## src/rtl/clkdiv_cfg_sequencer.sv

```systemverilog
// Sequences run-time DIV_N changes for the even clock divider: validate the ratio,
// wait for a period boundary, gate the divided clock, apply the ratio, settle, ungate.
module clkdiv_cfg_sequencer #(
    parameter logic [8:0]  DEFAULT_DIV_N = 9'd4,
    parameter int unsigned GATE_CYC      = 2,
    parameter int unsigned SETTLE_CYC    = 4,
    parameter int unsigned TIMEOUT_CYC   = 1023
) (
    input  logic       clk_in_pre,
    input  logic       rstn_out,
    input  logic       cfg_req,
    input  logic [8:0] cfg_div_n,
    output logic       cfg_ack,
    output logic       cfg_err,
    input  logic       div_period_end,
    output logic [8:0] div_n_o,
    output logic       clk_gate_en,
    output logic       busy,
    output logic       timeout_flag
);

    typedef enum logic [2:0] {
        IDLE,
        CHECK,
        WAIT_END,
        GATE,
        APPLY,
        SETTLE,
        ACK
    } state_e;

    localparam logic [9:0] GATE_LAST    = 10'(GATE_CYC - 1);
    localparam logic [9:0] SETTLE_LAST  = 10'(SETTLE_CYC - 1);
    localparam logic [9:0] TIMEOUT_LAST = 10'(TIMEOUT_CYC - 1);

    state_e     state_q, state_d;
    logic [9:0] cnt_q, cnt_d;
    logic [8:0] shadow_q, shadow_d;
    logic [8:0] div_n_q, div_n_d;
    logic       gate_en_q, gate_en_d;
    logic       ack_q, ack_d;
    logic       err_q, err_d;
    logic       busy_q, busy_d;
    logic       timeout_q, timeout_d;

    logic ratioBad;
    logic ratioSame;
    logic waitExpired;

    assign ratioBad    = shadow_q[0] || (shadow_q < 9'd2);
    assign ratioSame   = (shadow_q == div_n_q);
    assign waitExpired = (cnt_q == TIMEOUT_LAST);

    always_ff @(posedge clk_in_pre or negedge rstn_out) begin
        if (!rstn_out) begin
            state_q   <= IDLE;
            cnt_q     <= '0;
            shadow_q  <= '0;
            div_n_q   <= DEFAULT_DIV_N;
            gate_en_q <= 1'b1;
            ack_q     <= 1'b0;
            err_q     <= 1'b0;
            busy_q    <= 1'b0;
            timeout_q <= 1'b0;
        end else begin
            state_q   <= state_d;
            cnt_q     <= cnt_d;
            shadow_q  <= shadow_d;
            div_n_q   <= div_n_d;
            gate_en_q <= gate_en_d;
            ack_q     <= ack_d;
            err_q     <= err_d;
            busy_q    <= busy_d;
            timeout_q <= timeout_d;
        end
    end

    // The shared cycle counter restarts from zero whenever the state changes.
    always_comb begin
        state_d  = state_q;
        cnt_d    = '0;
        shadow_d = shadow_q;
        case (state_q)
            IDLE: begin
                if (cfg_req) begin
                    shadow_d = cfg_div_n;
                    state_d  = CHECK;
                end
            end
            CHECK: begin
                if (ratioBad || ratioSame) state_d = ACK;
                else                       state_d = WAIT_END;
            end
            WAIT_END: begin
                if (div_period_end || waitExpired) state_d = GATE;
                else                               cnt_d   = cnt_q + 10'd1;
            end
            GATE: begin
                if (cnt_q == GATE_LAST) state_d = APPLY;
                else                    cnt_d   = cnt_q + 10'd1;
            end
            APPLY: begin
                state_d = SETTLE;
            end
            SETTLE: begin
                if (cnt_q == SETTLE_LAST) state_d = ACK;
                else                      cnt_d   = cnt_q + 10'd1;
            end
            ACK: begin
                if (!cfg_req) state_d = IDLE;
            end
            default: begin
                state_d = IDLE;
            end
        endcase
    end

    // Outputs are registered from the upcoming state so they line up with it.
    always_comb begin
        div_n_d   = div_n_q;
        gate_en_d = 1'b1;
        ack_d     = 1'b0;
        err_d     = 1'b0;
        busy_d    = (state_d != IDLE);
        timeout_d = timeout_q;
        if (state_d == APPLY) begin
            div_n_d = shadow_q;
        end
        if (state_d == GATE || state_d == APPLY || state_d == SETTLE) begin
            gate_en_d = 1'b0;
        end
        if (state_d == ACK) begin
            ack_d = 1'b1;
            err_d = (state_q == CHECK) ? ratioBad : err_q;
        end
        if (state_q == IDLE && cfg_req) begin
            timeout_d = 1'b0;
        end else if (state_q == WAIT_END && !div_period_end && waitExpired) begin
            timeout_d = 1'b1;
        end
    end

    assign cfg_ack      = ack_q;
    assign cfg_err      = err_q;
    assign div_n_o      = div_n_q;
    assign clk_gate_en  = gate_en_q;
    assign busy         = busy_q;
    assign timeout_flag = timeout_q;

endmodule

```

## config.mk

```make
export PLATFORM = sky130hd
export DESIGN_NAME = clkdiv_cfg_sequencer
export DESIGN_NICKNAME = d
export VERILOG_FILES = /design/src/rtl/clkdiv_cfg_sequencer.sv
export SDC_FILE = /design/constraint.sdc
export NUM_CORES = 1
export LEC_CHECK = 0
export CAP_MARGIN = 5
export CELL_PAD_IN_SITES_DETAIL_PLACEMENT = 0
export CELL_PAD_IN_SITES_GLOBAL_PLACEMENT = 1
export CORE_MARGIN = 2
export CORE_UTILIZATION = 40
export CTS_BUF_LIST = sky130_fd_sc_hd__clkbuf_8
export CTS_CLUSTER_SIZE = 20
export DETAILED_ROUTE_END_ITERATION = 8
export PLACE_DENSITY = 0.82
export SLEW_MARGIN = 20
export SYNTH_ARGS = -nofsm -noshare
export SYNTH_HDL_FRONTEND = slang
export SYNTH_SLANG_ARGS = --single-unit
export TNS_END_PERCENT = 10
```

## constraint.sdc

```tcl
create_clock -name clk_in_pre -period 4.4 [get_ports clk_in_pre]
set_input_delay 0.44 -clock clk_in_pre [delete_from_list [all_inputs] [get_ports clk_in_pre]]
set_output_delay 0.44 -clock clk_in_pre [all_outputs]
set_load 0.1 [all_outputs]
```

# After elaboration in Yosys (flattened, before gate mapping)
# Cells that the tools add are included.
# classes
add_sub_neg,1
n_lt_le_gt_ge,1
eq_ne,15
muxes,17
n_reduce_logical,13
# ops
op,n
$mux 10,3
$pmux 10 s3,1
$pmux 3 s7,1
$eq 3x3->1 const B,6
$mux 3,6
$add 10x1->10 const B,1
$eq 10x1->1 const B,1
$eq 10x10->1 const B,1
$eq 10x2->1 const B,1
$eq 3x2->1 const B,3
$eq 9x9->1,1
$lt 9x2->1 const B,1
$mux 1,6
$logic_or 1x1->1,5
$eq 3x1->1 const B,1
$logic_and 1x1->1,3
$logic_not 3->1,1
$reduce_bool 3->1,1
$ne 2x1->1 const B,1
$reduce_and 2->1,1
$reduce_bool 2->1,1
$logic_not 1->1,1
# totals
register_bits,36
inputBits,13
output_inout_bits,14
word_cells,56

# Depth between registers and ports, before layout
# depth
word_depth,9
depth_mapped,7
mapped_depth_nobuf,7

# Worst setup path before layout
# No wires, ideal clock.
# synth_path
kind,reg-to-reg
from,"register div_n_q[6], in the netlist div_n_o[6]"
to,"register gate_en_q, in the netlist clk_gate_en"
setup_time_ps,82
arrival_time_ps,1902
required_time_ps,4318
path_slack_ps,2416
path_stages_with_launch,6
path_buffers,0
synth_period_minus_slack_ps,1984
path_cell_list,dfrtp_1 > xor2_1 > nor4_1 > nand4_1 > and4b_4 > mux2_4
# synth_between
elab_chain_cells,8
word_cells_on_any_way,10
classes_between,eq/ne (4); mux (3); reduce/logical (3)
# synth_lines
element,line_no,rtl
start: declaration,39,"logic [8:0] div_n_q, div_n_d;"
start signal: assignment,69,div_n_q <= div_n_d;
$eq 9x9->1 *,51,assign ratioSame = (shadow_q == div_n_q);
$logic_or 1x1->1 *,91,if (ratioBad || ratioSame) state_d = ACK;
$mux 3 *,91,
$pmux 3 s7 *,83,case (state_q)
$eq 3x2->1 or $eq 3x3->1 (tied branches),129,if (state_d == GATE || state_d == APPLY || state_d == SETTLE) begin
$logic_or 1x1->1,129,
$logic_or 1x1->1 *,129,
$mux 1 *,129,
named net gate_en_d,40,"logic gate_en_q, gate_en_d;"
end signal: assignment,70,gate_en_q <= gate_en_d;
end: declaration,40,
# The timed path passes the listed nets; every way through them passes the cells marked *.
# A chain may end at the register's enable or synchronous reset.

# Final worst setup path
# layout_path
from,"register div_n_q[2], in the netlist div_n_o[2]"
to,output div_n_o[2]
# layout_lines
element,line_no,rtl
end: declaration,16,"output logic [8:0] div_n_o,"
# No word-level cell between the ends.

==> impl_metrics.toml <==
[finish]
nNetsFinal = 199
area_growth_pct = 24.1
regArea_sq_um = 903
fillers = 368
diodes = 0
multiInputGateArea_sq_um = 790
drive_above_1_share_pct = 18.5

[routing]
vias_per_cell = 5.15
wl_met1_microns = 1540
wl_met2_microns = 1560
dr_total_vias = 1206
routed.top_layer = "met4"
routedWlPerCell_microns = 14.1
firstDrtPassIters = 4
wl_microns = 3300
wl_met3_microns = 128
ant_nets = 0
drc = 0
first_iter_violations = 107

[global_route]
antenna_found_initial = 0
grt_remaining_overflow = 0
grt.total_usage_pct = 15.1
grt_max_degree = 37
grt_pass1_vias = 1230
grt_pass1_wl_microns = 5720

[timing]
period_share_pct = 54.9
holdWs_ps = 528
slew_headroom_pct = 34.8
timing.fmax_mhz = 414
clock_skew_ps = 5.38
hold_violations = 0
slew_viol_final = 0
finalSetupTns_ps = 0
finalSetupViolCount = 0
period_needed_ps = 2420
tightest_slew_ps = 974
rsz0062_at_grt = "false"

[setup_path]
critPathLaunchType = "register"
critPathSlowestCell = "clkdlybuf4s50_1"
cp_top_family = "buffers and inverters"
cp.required_ps = 3960
worstPathMaxFanout = 3
crit_path_end_kind = "primary output"
r2r_setup_slack_ps = 2260
arrival_ps = 1980
path_class = "register to primary output"
max_stage_delay_ps = 1130
cp_num_buf_inv = 1
critical_path.cell_chain = "clkdlybuf4s50_1"

[clocking]
cts_tree = "yes"
cts_inserted_buffers = 5
root_buffer = "clkbuf_8"
cts_resized = 0
clk_latency_ps = 290
clk_pin_slew_ps = 70
clock-sinks = 36
holdBufCountCts = 0
h-tree-depth = 2
post-cts-setup-buffers = 0
clockBufferDepth = 2

[floorplanning]
rows = 23
die_y_microns = 69.7
ios = 27
start_util_pct = 42.3
die-area_sq_mm = 0.00486
fp.coreArea_sq_mm = 0.00409
die_w_microns = 69.7

[yosys]
synth-warning-count = 0
synth_top_area_share_pct = 49.3
syn_area_per_cell_sq_um = 11.4
ys_ff_latch = 36
ys_async_sr_fraction_pct = 100
synth_edf_count = 0
yosys-top-cells-area = "dfrtp_1 49%, mux2_2 12%, xor2_1 6.6%"
synth.distinct_cells = 32
yosys.area.top_type = "dfrtp_1"
syn-num-nets = 168
synth_seq_area_share_pct = 52.3
syn-cell-area_sq_mm = 0.00173
synthCells = 152
synth_flop_cell = "dfrtp_1"

[status]
status = "finished clean"

[place]
portBuffers = 26
routabilityCongestion = 0.763
dp_hpwl_microns = 2380

[hold_path]
hold_path.class = "register to register"

[run]
maxCapViolCount = 0
==> registers in the layout, summed over array words and instances, names as in the netlist <==
signal	cells
timeout_flag	1
div_n_o	9
cfg_err	1
state_q	3
clk_gate_en	1
busy	1
cfg_ack	1
shadow_q	9
cnt_q	10
==> metal layers <==
metal | up-vias | GRT usage, %
met2 | 19 | 23.4
met4 | 0 | 7.26
li1 | 586 | -
met3 | 7 | 4.51
met1 | 594 | 19.5
met5 | - | 0
==> final cells by class <==
type	count	share of cell area, %
multi-input cells	106	36.8
well taps	50	2.92
repair buffers	27	12.5
clock inverters	2	0.525
clock buffers	6	3.85
flip-flops and latches	36	42.1
inverters	7	1.23
==> stage by stage <==
step	std cells	util (%)	instance area [sq um]	setup WS, ps
2_1_floorplan	152	-	1730	2420
3_3_place_gp	226	49.9	2040	2050
3_5_place_dp	226	49.9	2040	1990
4_1_cts	234	52.2	2130	1970
5_1_grt	234	52.4	2140	1950
6_report	234	52.4	2140	1980
==> placed cells by master, fill, tap and decap left out, types with 4 or more instances in the layout <==
cell type,instances
nand3_1,4
nor4_1,7
mux2_2,18
a21oi_1,4
clkbuf_8,6
nor2_1,18
clkdlybuf4s50_1,26
inv_1,8
dfrtp_1,34
xnor2_1,5
nand2_1,8
xor2_1,13
nor3_1,5
==> logic make-up (layout without fill, tap and decap cells) <==
group,count (synthesis),count (layout),share of synthesized area [%]
adder cells (fa/ha/maj),3,3,2.17
multiplexers,19,19,12.6
AO/OA/AOI/OAI,9,9,2.97
XOR/XNOR,18,18,9.13
AND/OR/NAND/NOR,57,57,18.3
buffers and inverters,10,42,2.46
flip-flops,36,36,52.3
==> synthesized netlist by cell type, types with 2 or more instances <==
cell,instances
dfrtp_1,34
xor2_1,13
mux2_2,18
ha_1,3
nand3_1,4
nor2_1,18
nor3b_1,2
nand2_1,8
a21oi_1,4
nor3_1,5
o21ai_0,3
nand4_1,3
nor4_1,7
xnor2_1,5
dfstp_2,2
inv_1,7
==> worst paths after layout <==
kind	start	endpoint	depth (start not counted)
max in group asynchronous	rstn_out	div_n_o[2]	2
hold / removal	cnt_q[0]	cnt_q[0]	1
setup / recovery	div_n_o[2]	div_n_o[2]	1
hold reg to reg	cnt_q[0]	cnt_q[0]	1
min in group asynchronous	rstn_out	busy	2
setup reg to reg	state_q[1]	clk_gate_en	5
Power is left out: the tool's default activity adds up to more than one toggle a clock period on the data nets, which glitch-free logic cannot reach.
